[config.mk]
export PLATFORM = sky130hd
export DESIGN_NAME = issue_queue_flat
export DESIGN_NICKNAME = d
export VERILOG_FILES = /design/src/rtl/issue_queue_pkg.sv /design/src/rtl/issue_queue_if.sv /design/src/rtl/issue_queue_operand_resolve.sv /design/src/rtl/issue_queue.sv /design/src/flat_wrapper.sv
export SDC_FILE = /design/constraint.sdc
export NUM_CORES = 1
export LEC_CHECK = 0
export ABC_AREA = 0
export BUFFER_PORTS_ARGS = -buffer_cell sky130_fd_sc_hd__buf_2
export CORE_UTILIZATION = 35
export DETAILED_ROUTE_END_ITERATION = 10
export PLACE_DENSITY_LB_ADDON = 0.3
export REMOVE_ABC_BUFFERS = 1
export SLEW_MARGIN = 20
export SYNTH_ARGS = -nofsm -noshare
export SYNTH_HDL_FRONTEND = slang
export SYNTH_SLANG_ARGS = --single-unit
[constraint.sdc]
create_clock -name clk -period 4.49 [get_ports clk]
set_input_delay 0.898 -clock clk [delete_from_list [all_inputs] [get_ports clk]]
set_output_delay 0.898 -clock clk [all_outputs]
set_load 0.05 [all_outputs]
[src/rtl/issue_queue_pkg.sv]
// Shared LC-3b types for the issue queue: opcodes, dispatch classes, bus structs
// and queue-entry layout. The bus structs are fixed to DATA_WIDTH/TAG_WIDTH.
package issue_queue_pkg;

    localparam int IQ_DEPTH      = 4;
    localparam int IQ_NUM_ALU_RS = 3;
    localparam int DATA_WIDTH    = 16;
    localparam int TAG_WIDTH     = 3;

    typedef enum logic [3:0] {
        OP_BR   = 4'h0, OP_ADD = 4'h1, OP_LDB = 4'h2, OP_STB = 4'h3,
        OP_JSR  = 4'h4, OP_AND = 4'h5, OP_LDR = 4'h6, OP_STR = 4'h7,
        OP_RTI  = 4'h8, OP_NOT = 4'h9, OP_LDI = 4'hA, OP_STI = 4'hB,
        OP_JMP  = 4'hC, OP_SHF = 4'hD, OP_LEA = 4'hE, OP_TRAP = 4'hF
    } opcode_t;

    // Which resource an instruction needs besides a ROB slot.
    typedef enum logic [1:0] {CLS_ALU, CLS_MEM, CLS_ROB, CLS_HOLD} op_class_t;

    typedef struct packed {
        logic [15:0] instr;
        logic [15:0] pc;
        logic        predict;
    } iq_entry_t;

    typedef struct packed {
        logic                  busy;
        logic [TAG_WIDTH-1:0]  rob_entry;
        logic [DATA_WIDTH-1:0] value;
    } regfile_t;

    typedef struct packed {
        logic                  valid;
        logic [TAG_WIDTH-1:0]  tag;
        logic [DATA_WIDTH-1:0] data;
    } cdb_t;

    function automatic op_class_t op_class(input opcode_t op);
        case (op)
            OP_ADD, OP_AND, OP_NOT, OP_SHF: return CLS_ALU;
            OP_LDR, OP_STR:                 return CLS_MEM;
            OP_BR, OP_LEA:                  return CLS_ROB;
            default:                        return CLS_HOLD;
        endcase
    endfunction

endpackage

[src/rtl/issue_queue_if.sv]
// Fetch-side bus of the issue queue: instruction handshake plus the
// predicted-taken redirect travelling back to fetch.
interface issue_queue_if;

    logic        fetch_valid;
    logic [15:0] fetch_instr;
    logic [15:0] fetch_pc;
    logic        fetch_predict;
    logic        fetch_ready;
    logic        redirect_valid;
    logic [15:0] redirect_pc;

    modport master (
        output fetch_valid, fetch_instr, fetch_pc, fetch_predict,
        input  fetch_ready, redirect_valid, redirect_pc
    );

    modport slave (
        input  fetch_valid, fetch_instr, fetch_pc, fetch_predict,
        output fetch_ready, redirect_valid, redirect_pc
    );

endinterface

[src/rtl/issue_queue_operand_resolve.sv]
// One operand source mux: regfile value, then CDB bypass, then ROB forward,
// otherwise the pending ROB tag with ready low.
module operand_resolve
    import issue_queue_pkg::*;
(
    input  regfile_t              i_reg,
    input  cdb_t                  i_cdb,
    input  logic [DATA_WIDTH-1:0] i_rob_value,
    input  logic                  i_rob_valid,
    output logic [DATA_WIDTH-1:0] o_value,
    output logic [TAG_WIDTH-1:0]  o_tag,
    output logic                  o_ready
);

    always_comb begin
        // NOTE: combinational blocks use blocking '=' and assign every output a
        // default first, so no path through the ifs can infer a latch.
        o_value = '0;
        o_tag   = '0;
        o_ready = 1'b0;
        if (!i_reg.busy) begin
            o_value = i_reg.value;
            o_ready = 1'b1;
        end else if (i_cdb.valid && (i_cdb.tag == i_reg.rob_entry)) begin
            o_value = i_cdb.data;
            o_ready = 1'b1;
        end else if (i_rob_valid) begin
            o_value = i_rob_value;
            o_ready = 1'b1;
        end else begin
            o_tag = i_reg.rob_entry;
        end
    end

endmodule

[src/rtl/issue_queue.sv]
// In-order DEPTH-entry instruction queue between fetch and dispatch; issues the
// head to ALU stations, load/store buffer and ROB, and redirects on taken branches.
module issue_queue
    import issue_queue_pkg::*;
#(
    parameter int DEPTH      = IQ_DEPTH,
    parameter int NUM_ALU_RS = IQ_NUM_ALU_RS,
    parameter int data_width = DATA_WIDTH,
    parameter int tag_width  = TAG_WIDTH
) (
    input  logic                  clk,
    input  logic                  reset,
    issue_queue_if.slave          fetch,
    input  logic                  flush,
    input  cdb_t                  CDB_in,
    input  logic [NUM_ALU_RS-1:0] alu_rs_busy,
    input  logic                  ldstr_full,
    input  logic                  rob_full,
    input  logic [tag_width-1:0]  rob_addr,
    input  logic [data_width-1:0] rob_sr1_value,
    input  logic [data_width-1:0] rob_sr2_value,
    input  logic                  rob_sr1_valid,
    input  logic                  rob_sr2_valid,
    output logic [tag_width-1:0]  rob_sr1_read_addr,
    output logic [tag_width-1:0]  rob_sr2_read_addr,
    input  regfile_t              sr1_in,
    input  regfile_t              sr2_in,
    input  regfile_t              dest_in,
    output logic [2:0]            sr1,
    output logic [2:0]            sr2,
    output logic [2:0]            reg_dest,
    output logic                  ld_reg_busy_dest,
    output logic [tag_width-1:0]  reg_rob_entry,
    output logic [NUM_ALU_RS-1:0] rs_write,
    output opcode_t               res_op,
    output logic [data_width-1:0] res_Vj,
    output logic [data_width-1:0] res_Vk,
    output logic [tag_width-1:0]  res_Qj,
    output logic [tag_width-1:0]  res_Qk,
    output logic                  res_Qj_valid,
    output logic                  res_Qk_valid,
    output logic [tag_width-1:0]  res_dest,
    output logic                  ldstr_write_enable,
    output logic [15:0]           ldstr_offset,
    output logic [15:0]           ldstr_Vbase,
    output logic [15:0]           ldstr_Vsrc,
    output logic [tag_width-1:0]  ldstr_Qbase,
    output logic [tag_width-1:0]  ldstr_Qsrc,
    output logic [tag_width-1:0]  ldstr_dest,
    output logic                  ldstr_Vbase_valid,
    output logic                  ldstr_Vsrc_valid,
    output logic                  rob_write_enable,
    output opcode_t               rob_opcode,
    output logic [2:0]            rob_dest,
    output logic [data_width-1:0] rob_value_in
);

    localparam int PTR_W = $clog2(DEPTH);
    localparam int CNT_W = PTR_W + 1;
    localparam logic [CNT_W-1:0] FULL_COUNT = CNT_W'(DEPTH);

    iq_entry_t        r_mem [DEPTH];
    logic [PTR_W-1:0] r_head, r_tail;
    logic [CNT_W-1:0] r_count;

    iq_entry_t             w_head;
    opcode_t               w_op;
    op_class_t             w_class;
    logic                  w_head_valid, w_kill, w_res_ok, w_dispatch, w_redirect, w_enq;
    logic                  w_k_imm, w_is_str, w_is_ldr;
    logic [15:0]           w_sext5, w_adj6, w_adj9, w_target;
    logic [NUM_ALU_RS-1:0] w_free, w_lowest;
    logic [data_width-1:0] w_j_val, w_k_val, w_base_val, w_src_val;
    logic [tag_width-1:0]  w_j_tag, w_k_tag, w_base_tag, w_src_tag;
    logic                  w_j_rdy, w_k_rdy, w_base_rdy, w_src_rdy;

    assign w_head       = r_mem[r_head];
    assign w_head_valid = (r_count != '0);
    assign w_op         = opcode_t'(w_head.instr[15:12]);
    assign w_class      = op_class(w_op);
    assign w_is_str     = (w_op == OP_STR);
    assign w_is_ldr     = (w_op == OP_LDR);
    assign w_sext5      = {{11{w_head.instr[4]}}, w_head.instr[4:0]};
    assign w_adj6       = {{9{w_head.instr[5]}}, w_head.instr[5:0], 1'b0};
    assign w_adj9       = {{6{w_head.instr[8]}}, w_head.instr[8:0], 1'b0};
    assign w_target     = w_head.pc + w_adj9;
    assign w_k_imm      = (((w_op == OP_ADD) || (w_op == OP_AND)) && w_head.instr[5])
                        || (w_op == OP_SHF);

    // Lowest free station: isolate the least significant set bit of ~busy.
    assign w_free   = ~alu_rs_busy;
    assign w_lowest = w_free & (~w_free + NUM_ALU_RS'(1));

    always_comb begin
        w_res_ok = 1'b0;
        case (w_class)
            CLS_ALU: w_res_ok = |w_free;
            CLS_MEM: w_res_ok = !ldstr_full;
            CLS_ROB: w_res_ok = 1'b1;
            default: w_res_ok = 1'b0;
        endcase
    end

    assign w_kill     = flush || reset;
    assign w_dispatch = w_head_valid && !w_kill && !rob_full && w_res_ok;
    assign w_redirect = w_dispatch && (w_op == OP_BR) && w_head.predict;
    assign w_enq      = fetch.fetch_valid && fetch.fetch_ready && !w_kill && !w_redirect;

    assign fetch.fetch_ready    = (r_count != FULL_COUNT);
    assign fetch.redirect_valid = w_redirect;
    assign fetch.redirect_pc    = w_target;

    always_ff @(posedge clk) begin
        if (reset) begin
            r_head  <= '0;
            r_tail  <= '0;
            r_count <= '0;
        end else if (flush) begin
            r_tail  <= r_head;
            r_count <= '0;
        end else if (w_redirect) begin
            // Taken branch leaves; everything younger is squashed.
            r_head  <= r_head + PTR_W'(1);
            r_tail  <= r_head + PTR_W'(1);
            r_count <= '0;
        end else begin
            if (w_enq)      r_tail <= r_tail + PTR_W'(1);
            if (w_dispatch) r_head <= r_head + PTR_W'(1);
            r_count <= r_count + CNT_W'(w_enq) - CNT_W'(w_dispatch);
        end
    end

    // NOTE: queue storage has no reset; validity comes from r_count alone.
    always_ff @(posedge clk) begin
        if (w_enq) r_mem[r_tail] <= '{instr: fetch.fetch_instr, pc: fetch.fetch_pc,
                                      predict: fetch.fetch_predict};
    end

    operand_resolve u_j (
        .i_reg(sr1_in), .i_cdb(CDB_in), .i_rob_value(rob_sr1_value), .i_rob_valid(rob_sr1_valid),
        .o_value(w_j_val), .o_tag(w_j_tag), .o_ready(w_j_rdy)
    );
    operand_resolve u_k (
        .i_reg(sr2_in), .i_cdb(CDB_in), .i_rob_value(rob_sr2_value), .i_rob_valid(rob_sr2_valid),
        .o_value(w_k_val), .o_tag(w_k_tag), .o_ready(w_k_rdy)
    );
    operand_resolve u_base (
        .i_reg(sr1_in), .i_cdb(CDB_in), .i_rob_value(rob_sr1_value), .i_rob_valid(rob_sr1_valid),
        .o_value(w_base_val), .o_tag(w_base_tag), .o_ready(w_base_rdy)
    );
    operand_resolve u_src (
        .i_reg(dest_in), .i_cdb(CDB_in), .i_rob_value(rob_sr2_value), .i_rob_valid(rob_sr2_valid),
        .o_value(w_src_val), .o_tag(w_src_tag), .o_ready(w_src_rdy)
    );

    // STR's stored register lives in the dest field, so ROB port 2 follows it.
    assign rob_sr1_read_addr = sr1_in.rob_entry;
    assign rob_sr2_read_addr = w_is_str ? dest_in.rob_entry : sr2_in.rob_entry;
    assign sr1               = w_head.instr[8:6];
    assign sr2               = w_head.instr[2:0];
    assign reg_dest          = w_head.instr[11:9];
    assign reg_rob_entry     = rob_addr;

    assign res_op       = w_op;
    assign res_Vj       = w_j_val;
    assign res_Qj       = w_j_tag;
    assign res_Qj_valid = !w_j_rdy;
    assign res_Vk       = w_k_imm ? w_sext5 : w_k_val;
    assign res_Qk       = w_k_imm ? '0 : w_k_tag;
    assign res_Qk_valid = !w_k_imm && !w_k_rdy;
    assign res_dest     = rob_addr;

    assign ldstr_offset      = w_adj6;
    assign ldstr_Vbase       = w_base_val;
    assign ldstr_Qbase       = w_base_tag;
    assign ldstr_Vbase_valid = w_base_rdy;
    assign ldstr_Vsrc        = w_is_str ? w_src_val : '0;
    assign ldstr_Qsrc        = w_is_str ? w_src_tag : '0;
    assign ldstr_Vsrc_valid  = w_is_str && w_src_rdy;
    assign ldstr_dest        = w_is_ldr ? rob_addr : '0;

    assign rob_opcode = w_op;
    assign rob_dest   = w_head.instr[11:9];

    always_comb begin
        rob_value_in = '0;
        if (w_op == OP_LEA)     rob_value_in = w_target;
        else if (w_op == OP_BR) rob_value_in = w_head.predict ? w_head.pc : w_target;
    end

    always_comb begin
        rs_write           = '0;
        rob_write_enable   = 1'b0;
        ldstr_write_enable = 1'b0;
        ld_reg_busy_dest   = 1'b0;
        if (w_dispatch) begin
            case (w_class)
                CLS_ALU: begin
                    rs_write         = w_lowest;
                    rob_write_enable = 1'b1;
                    ld_reg_busy_dest = 1'b1;
                end
                CLS_MEM: begin
                    ldstr_write_enable = 1'b1;
                    rob_write_enable   = w_is_ldr;
                    ld_reg_busy_dest   = w_is_ldr;
                end
                CLS_ROB: begin
                    rob_write_enable = 1'b1;
                    ld_reg_busy_dest = (w_op == OP_LEA);
                end
                default: ;
            endcase
        end
    end

endmodule

[src/flat_wrapper.sv]
// flat-port wrapper written by rule: the top's interface ports become plain ports
module issue_queue_flat import issue_queue_pkg::*;
#(
    parameter int DEPTH      = IQ_DEPTH,
    parameter int NUM_ALU_RS = IQ_NUM_ALU_RS,
    parameter int data_width = DATA_WIDTH,
    parameter int tag_width  = TAG_WIDTH
)
  (clk, reset, flush, CDB_in, alu_rs_busy, ldstr_full, rob_full, rob_addr, rob_sr1_value, rob_sr2_value, rob_sr1_valid, rob_sr2_valid, rob_sr1_read_addr, rob_sr2_read_addr, sr1_in, sr2_in, dest_in, sr1, sr2, reg_dest, ld_reg_busy_dest, reg_rob_entry, rs_write, res_op, res_Vj, res_Vk, res_Qj, res_Qk, res_Qj_valid, res_Qk_valid, res_dest, ldstr_write_enable, ldstr_offset, ldstr_Vbase, ldstr_Vsrc, ldstr_Qbase, ldstr_Qsrc, ldstr_dest, ldstr_Vbase_valid, ldstr_Vsrc_valid, rob_write_enable, rob_opcode, rob_dest, rob_value_in, fetch_fetch_valid, fetch_fetch_instr, fetch_fetch_pc, fetch_fetch_predict, fetch_fetch_ready, fetch_redirect_valid, fetch_redirect_pc);
  issue_queue_if fetch_i ();
  input  logic clk;
  input  logic reset;
  input  logic flush;
  input  cdb_t CDB_in;
  input  logic [NUM_ALU_RS-1:0] alu_rs_busy;
  input  logic ldstr_full;
  input  logic rob_full;
  input  logic [tag_width-1:0] rob_addr;
  input  logic [data_width-1:0] rob_sr1_value;
  input  logic [data_width-1:0] rob_sr2_value;
  input  logic rob_sr1_valid;
  input  logic rob_sr2_valid;
  output logic [tag_width-1:0] rob_sr1_read_addr;
  output logic [tag_width-1:0] rob_sr2_read_addr;
  input  regfile_t sr1_in;
  input  regfile_t sr2_in;
  input  regfile_t dest_in;
  output logic [2:0] sr1;
  output logic [2:0] sr2;
  output logic [2:0] reg_dest;
  output logic ld_reg_busy_dest;
  output logic [tag_width-1:0] reg_rob_entry;
  output logic [NUM_ALU_RS-1:0] rs_write;
  output opcode_t res_op;
  output logic [data_width-1:0] res_Vj;
  output logic [data_width-1:0] res_Vk;
  output logic [tag_width-1:0] res_Qj;
  output logic [tag_width-1:0] res_Qk;
  output logic res_Qj_valid;
  output logic res_Qk_valid;
  output logic [tag_width-1:0] res_dest;
  output logic ldstr_write_enable;
  output logic [15:0] ldstr_offset;
  output logic [15:0] ldstr_Vbase;
  output logic [15:0] ldstr_Vsrc;
  output logic [tag_width-1:0] ldstr_Qbase;
  output logic [tag_width-1:0] ldstr_Qsrc;
  output logic [tag_width-1:0] ldstr_dest;
  output logic ldstr_Vbase_valid;
  output logic ldstr_Vsrc_valid;
  output logic rob_write_enable;
  output opcode_t rob_opcode;
  output logic [2:0] rob_dest;
  output logic [data_width-1:0] rob_value_in;
  input wire logic [$bits(fetch_i.fetch_valid)-1:0] fetch_fetch_valid;
  input wire logic [$bits(fetch_i.fetch_instr)-1:0] fetch_fetch_instr;
  input wire logic [$bits(fetch_i.fetch_pc)-1:0] fetch_fetch_pc;
  input wire logic [$bits(fetch_i.fetch_predict)-1:0] fetch_fetch_predict;
  output wire logic [$bits(fetch_i.fetch_ready)-1:0] fetch_fetch_ready;
  output wire logic [$bits(fetch_i.redirect_valid)-1:0] fetch_redirect_valid;
  output wire logic [$bits(fetch_i.redirect_pc)-1:0] fetch_redirect_pc;
  assign fetch_i.fetch_valid = fetch_fetch_valid;
  assign fetch_i.fetch_instr = fetch_fetch_instr;
  assign fetch_i.fetch_pc = fetch_fetch_pc;
  assign fetch_i.fetch_predict = fetch_fetch_predict;
  assign fetch_fetch_ready = fetch_i.fetch_ready;
  assign fetch_redirect_valid = fetch_i.redirect_valid;
  assign fetch_redirect_pc = fetch_i.redirect_pc;
  issue_queue #(.DEPTH(DEPTH), .NUM_ALU_RS(NUM_ALU_RS), .data_width(data_width), .tag_width(tag_width)) u_core (.clk(clk), .reset(reset), .fetch(fetch_i), .flush(flush), .CDB_in(CDB_in), .alu_rs_busy(alu_rs_busy), .ldstr_full(ldstr_full), .rob_full(rob_full), .rob_addr(rob_addr), .rob_sr1_value(rob_sr1_value), .rob_sr2_value(rob_sr2_value), .rob_sr1_valid(rob_sr1_valid), .rob_sr2_valid(rob_sr2_valid), .rob_sr1_read_addr(rob_sr1_read_addr), .rob_sr2_read_addr(rob_sr2_read_addr), .sr1_in(sr1_in), .sr2_in(sr2_in), .dest_in(dest_in), .sr1(sr1), .sr2(sr2), .reg_dest(reg_dest), .ld_reg_busy_dest(ld_reg_busy_dest), .reg_rob_entry(reg_rob_entry), .rs_write(rs_write), .res_op(res_op), .res_Vj(res_Vj), .res_Vk(res_Vk), .res_Qj(res_Qj), .res_Qk(res_Qk), .res_Qj_valid(res_Qj_valid), .res_Qk_valid(res_Qk_valid), .res_dest(res_dest), .ldstr_write_enable(ldstr_write_enable), .ldstr_offset(ldstr_offset), .ldstr_Vbase(ldstr_Vbase), .ldstr_Vsrc(ldstr_Vsrc), .ldstr_Qbase(ldstr_Qbase), .ldstr_Qsrc(ldstr_Qsrc), .ldstr_dest(ldstr_dest), .ldstr_Vbase_valid(ldstr_Vbase_valid), .ldstr_Vsrc_valid(ldstr_Vsrc_valid), .rob_write_enable(rob_write_enable), .rob_opcode(rob_opcode), .rob_dest(rob_dest), .rob_value_in(rob_value_in));
endmodule
# Word-level counts from Yosys, hierarchy flattened

Memory sizes are Yosys's and may differ from the RTL's. A register that Yosys moved wholly into a read port is not among the register bits.
Cells that the tools add are included.

Flip-flop bits (word level): 7
Bits in writable memories: 132
Bits in read-only memories: 32
Bits of input ports: 159
Output and inout bits: 171
Word-level logic and storage cells: 112
Memories kept: 2

Add/subtract/negate cells: 6
Eq/ne operators: 12
Muxes and demuxes: 52
Bitwise gates (word level): 4
Reductions and logical operators: 33

Memories:

| memory          | depth | width | read ports | clocked after memory_dff | wr ports | RTL line              | source |
|---|---|---|---|---|---|---|---|
| u_core.r_mem    | 4     | 33    | 1          | 1                        | 1        | issue_queue.sv:62     | `iq_entry_t r_mem [DEPTH];` |
| (no name shown) | 16    | 2     | 1          | 0                        | 0        | issue_queue_pkg.sv:39 | `case (op)` |

Operator list:

| operator                                                               | count |
|---|---|
| 16-bit two-way mux                                                     | 13 |
| 3-bit two-way mux                                                      | 15 |
| 16-bit adder                                                           | 1 |
| 1-bit logical AND                                                      | 14 |
| 1-bit two-way mux                                                      | 14 |
| 2-bit two-way mux                                                      | 7 |
| 4-bit by 3-bit equality test with 1-bit output (second input constant) | 3 |
| 3-bit equality test                                                    | 3 |
| 4-bit equality test (second input constant)                            | 2 |
| 1-bit zero test                                                        | 7 |
| 3-bit NOT                                                              | 2 |
| 1-bit one-hot mux with 3 select lines                                  | 2 |
| 3-bit nonzero test                                                     | 2 |
| 3-bit OR reduction                                                     | 2 |
| 2-bit by 1-bit adder with 2-bit output (second input constant)         | 2 |
| 4-bit by 1-bit equality test with 1-bit output (second input constant) | 1 |
| 4-bit zero test                                                        | 1 |
| 3-bit by 1-bit adder with 3-bit output                                 | 1 |
| 3-bit by 1-bit adder with 3-bit output (second input constant)         | 1 |
| 3-bit bitwise AND                                                      | 1 |
| 1-bit logical OR                                                       | 3 |
| 3-bit != test (second input constant)                                  | 1 |
| 3-bit by 1-bit subtractor with 3-bit output                            | 1 |
| 2-bit by 1-bit equality test with 1-bit output (second input constant) | 1 |
| other kinds (7)                                                        | 7 |

# Logic depth before layout (Yosys ltp)

Word-level depth: 12
Gate-level depth with buffers: 14
Gate-level depth less buffers: 13

# Cells and area by module

From an unflattened synthesis, not the netlist that was laid out.

Cell total of the unflattened synthesis: 698
Area total of the unflattened synthesis: 8,628.3 µm²

By module, submodules not included:

| module          | times used | cells an instance | area each (µm²) | sequential area each (µm²) |
|---|---|---|---|---|
| issue_queue     | 1          | 482               | 7,026.7         | 4,144.0 |
| operand_resolve | 4          | 54                | 400.4           | 0.0 |

# Worst setup path after synthesis

OpenSTA, ideal clock, no wires.

Kind: reg-to-output
Start point: register (tool-made name)
End point: output port rob_value_in[9]
Arrival time: 4.822 ns
Data required time: 3.592 ns
Setup slack: -1.230 ns
Cell stages (with the launch flop): 14
Buffers on the path: 3
Cells stage by stage: dfxtp_1 > buf_6 > buf_2 > buf_1 > mux4_2 > ha_1 > fa_1 > a21o_1 > a21oi_1 > o21bai_1 > a31oi_1 > xnor2_1 > mux2i_1 > nor2_1

RTL lines:

| element          | RTL line           | source |
|---|---|---|
| end: declaration | flat_wrapper.sv:54 | `output logic [data_width-1:0] rob_value_in;` |

==> impl_metrics.env <==
export IMPL_rr_worst_depth=15
export IMPL_antenna_found_initial=8
export IMPL_portBuffers=328
export IMPL_insertion_delay_ns=0.40
export IMPL_die_w_um=156
export IMPL_period_minus_slack_ns=4.40
export IMPL_cp_start_kind="register"
export IMPL_vias=6771
export IMPL_clock_skew_ns=0.00988
export IMPL_synthCells=704
export IMPL_cts_hold_buffers=0
export IMPL_fin_crit_sh=0.980
export IMPL_dp_hpwl_um=19900
export IMPL_clock_fmax_mhz=227
export IMPL_hp_class="register to register"
export IMPL_grt_overflow=0
export IMPL_grt_usage=0.213
export IMPL_cts_clk_slew_worst_paths_ns=0.05
export IMPL_hold_path_startpoint="u_core.r_head[1]"
export IMPL_worst_hold_path_num_cells=2
export IMPL_die_y_um=156
export IMPL_hold_violations=0
export IMPL_fill_cells=2146
export IMPL_drt_total_wl_um=26400
export IMPL_syn_to_final_growth_pct=30.9
export IMPL_wl_per_cell_um=19.9
export IMPL_synth_cell_area_um2=8250
export IMPL_layout_drive_gt1_share=0.453
export IMPL_async_flop_share=0
export IMPL_grt_pass1_wl_um=37900
export IMPL_drt_iter0_drc=339
export IMPL_reg2reg_to="u_core.r_count[2]"
export IMPL_core_area_um2=22900
export IMPL_slew_viol_final=0
export IMPL_critPathRequiredTime_ns=3.59
export IMPL_tritoncts="yes"
export IMPL_worst_pin_slew_ns=1.00
export IMPL_synthDistinctLibCells=56
export IMPL_post_dp_cell_area_um2=10000
export IMPL_yosysWarnings=0
export IMPL_p_leak_nw=4.44
export IMPL_initial_core_util=0.360
export IMPL_gp_congestion=0.940
export IMPL_cts_buffers=17
export IMPL_crit_path_max_fanout=7
export IMPL_htreeDepth=4
export IMPL_power_density_nw_per_um2=325
export IMPL_rsz0062_at_grt="yes"
export IMPL_num_rows=55
export IMPL_grt_max_degree=34
export IMPL_finalSetupViolCount=0
export IMPL_fin_nets=1182
export IMPL_via_per_inst=5.10
export IMPL_ys_seq_area_frac=0.502
export IMPL_ys_ff_latch=141
export IMPL_peakVddDrop_uv=297
export IMPL_final_area_um2=10800
export IMPL_ios=330
export IMPL_fin_util=0.472
export IMPL_drt_pass1_iter_count=5
export IMPL_status="finished, final reports clean"
export IMPL_synth_flop_cell="edfxtp_1"
export IMPL_rrSetupSlack_ns=0.56
export IMPL_die_area_um2=24200
export IMPL_root_buffer="clkbuf_16"
export IMPL_antenna_left=0
export IMPL_clk_path_buf_depth=2
export IMPL_synth_area_per_cell_um2=11.7
export IMPL_synth_edf_count=132
export IMPL_timing_slew_headroom=0.325
export IMPL_crit_type="register to primary output"
export IMPL_end_kind="primary output"
export IMPL_cp_arrival_ns=3.50
export IMPL_timing_hold_ws_ns=0.566
export IMPL_grt_pass1_vias=6505
export IMPL_final_common_cell="buf_2"
export IMPL_clock_sinks=141
export IMPL_layout_common_cells="buf_2 (322), edfxtp_1 (132), nor2_1 (65)"
export IMPL_remaining_drc_errors=0
export IMPL_drv_cap=0
[stage by stage]
stage / TNS [ns] / setup slack (ns) / power (mW) / instances
2_1_floorplan: -171.53 / -2.79 / 1.96 / 616
3_3_place_gp: 0 / 0.244 / 2.24 / 1279
3_5_place_dp: 0 / 0.226 / 2.24 / 1279
4_1_cts: -0.00317 / -0.00317 / 3.53 / 1314
5_1_grt: -0.191 / -0.0678 / 3.63 / 1327
6_report: 0 / 0.0920 / 3.51 / 1328
[worst max path at each step]
stage	startpoint	to	cells past startpoint
floorplan	register	res_Qk[0]	5
global placement	register	fetch_redirect_pc[15]	11
global route	register	rob_value_in[15]	12
finish	register	rob_value_in[15]	12
CTS	register	fetch_redirect_pc[15]	11
detailed placement	register	rob_value_in[15]	11
[flip-flops by register name, indices dropped and copies added (netlist names), named ones only]
name / count
u_core.r_count: 3
u_core.r_head: 2
u_core.r_mem: 132
u_core.r_tail: 2
[timing repair]
item | in CTS | in global routing
cloned | 1 | 0
pin swaps | 0 | 7
endpoints found under the setup margin | 19 | 26
resized for setup | 8 | 20
buffers inserted | 3 | 7
[worst max-delay path: stages (launching register included)]
cell and delay (ns):
dfxtp_4 0.44, buf_12 0.13, mux4_2 0.53, ha_4 0.19
fa_2 0.37, a21o_1 0.20, a21oi_2 0.16, o21ba_2 0.17
o211ai_1 0.12, a31o_2 0.28, mux2_2 0.27, nand2_1 0.08
buf_6 0.16
[synth_stat cells (3+ instances only)]
cell type | n | share of area
xor2_1 | 7 | 0.0074
or3_1 | 5 | 0.0038
and2_1 | 22 | 0.017
mux2_2 | 4 | 0.0055
nor2_1 | 65 | 0.030
edfxtp_1 | 132 | 0.48
a211oi_1 | 21 | 0.019
and3_1 | 3 | 0.0023
nor2b_1 | 5 | 0.0038
nand3_1 | 5 | 0.0030
a21oi_1 | 60 | 0.036
nand2_1 | 53 | 0.024
mux4_2 | 33 | 0.090
mux2i_1 | 25 | 0.030
a22o_1 | 5 | 0.0053
ha_1 | 25 | 0.038
buf_1 | 4 | 0.0018
dfxtp_1 | 9 | 0.022
buf_4 | 48 | 0.044
inv_1 | 15 | 0.0068
xnor2_1 | 20 | 0.021
o21ai_0 | 30 | 0.018
clkbuf_1 | 32 | 0.015
o211ai_1 | 15 | 0.014
nor3_1 | 9 | 0.0055
a21o_1 | 7 | 0.0064
nand2b_1 | 4 | 0.0030
[routing by layer]
metal	GRT usage	part of all wire
met1	0.248	0.40
met2	0.378	0.50
met3	0.0381	0.060
met4	0.102	0.035
met5	0	0.00099
[cells by family after synthesis]
kind of cell	synth area share
and+or+nand+nor	0.106
AOI/OAI and AO/OA	0.124
DFF	0.502
buffers and inverters	0.0708
adders and majority gates	0.0427
xor gates and xnor gates	0.0286
other	0.000454
muxes	0.126
[power by group]
part | internal, mW | switching, mW | leakage [nW] | total (mW)
logic | 0.214 | 0.558 | 2.93 | 0.772
clock network | 0.760 | 0.521 | 0.249 | 1.28
registers | 1.45 | 0.00437 | 1.27 | 1.46
total | 2.43 | 1.08 | 4.44 | 3.51
[cell type report]
cell class / count / area, um2 / area share
clock buffer: 18 / 429 / 0.0397
tap: 313 / 392 / 0.0362
antenna: 7 / 17.5 / 0.00162
timing repair buffer: 361 / 2050 / 0.190
multi-input combinational: 460 / 3590 / 0.332
clock inverter: 13 / 119 / 0.0110
inverter: 15 / 56.3 / 0.00521
sequential: 141 / 4150 / 0.384
(Power assumes the default switching activity.)
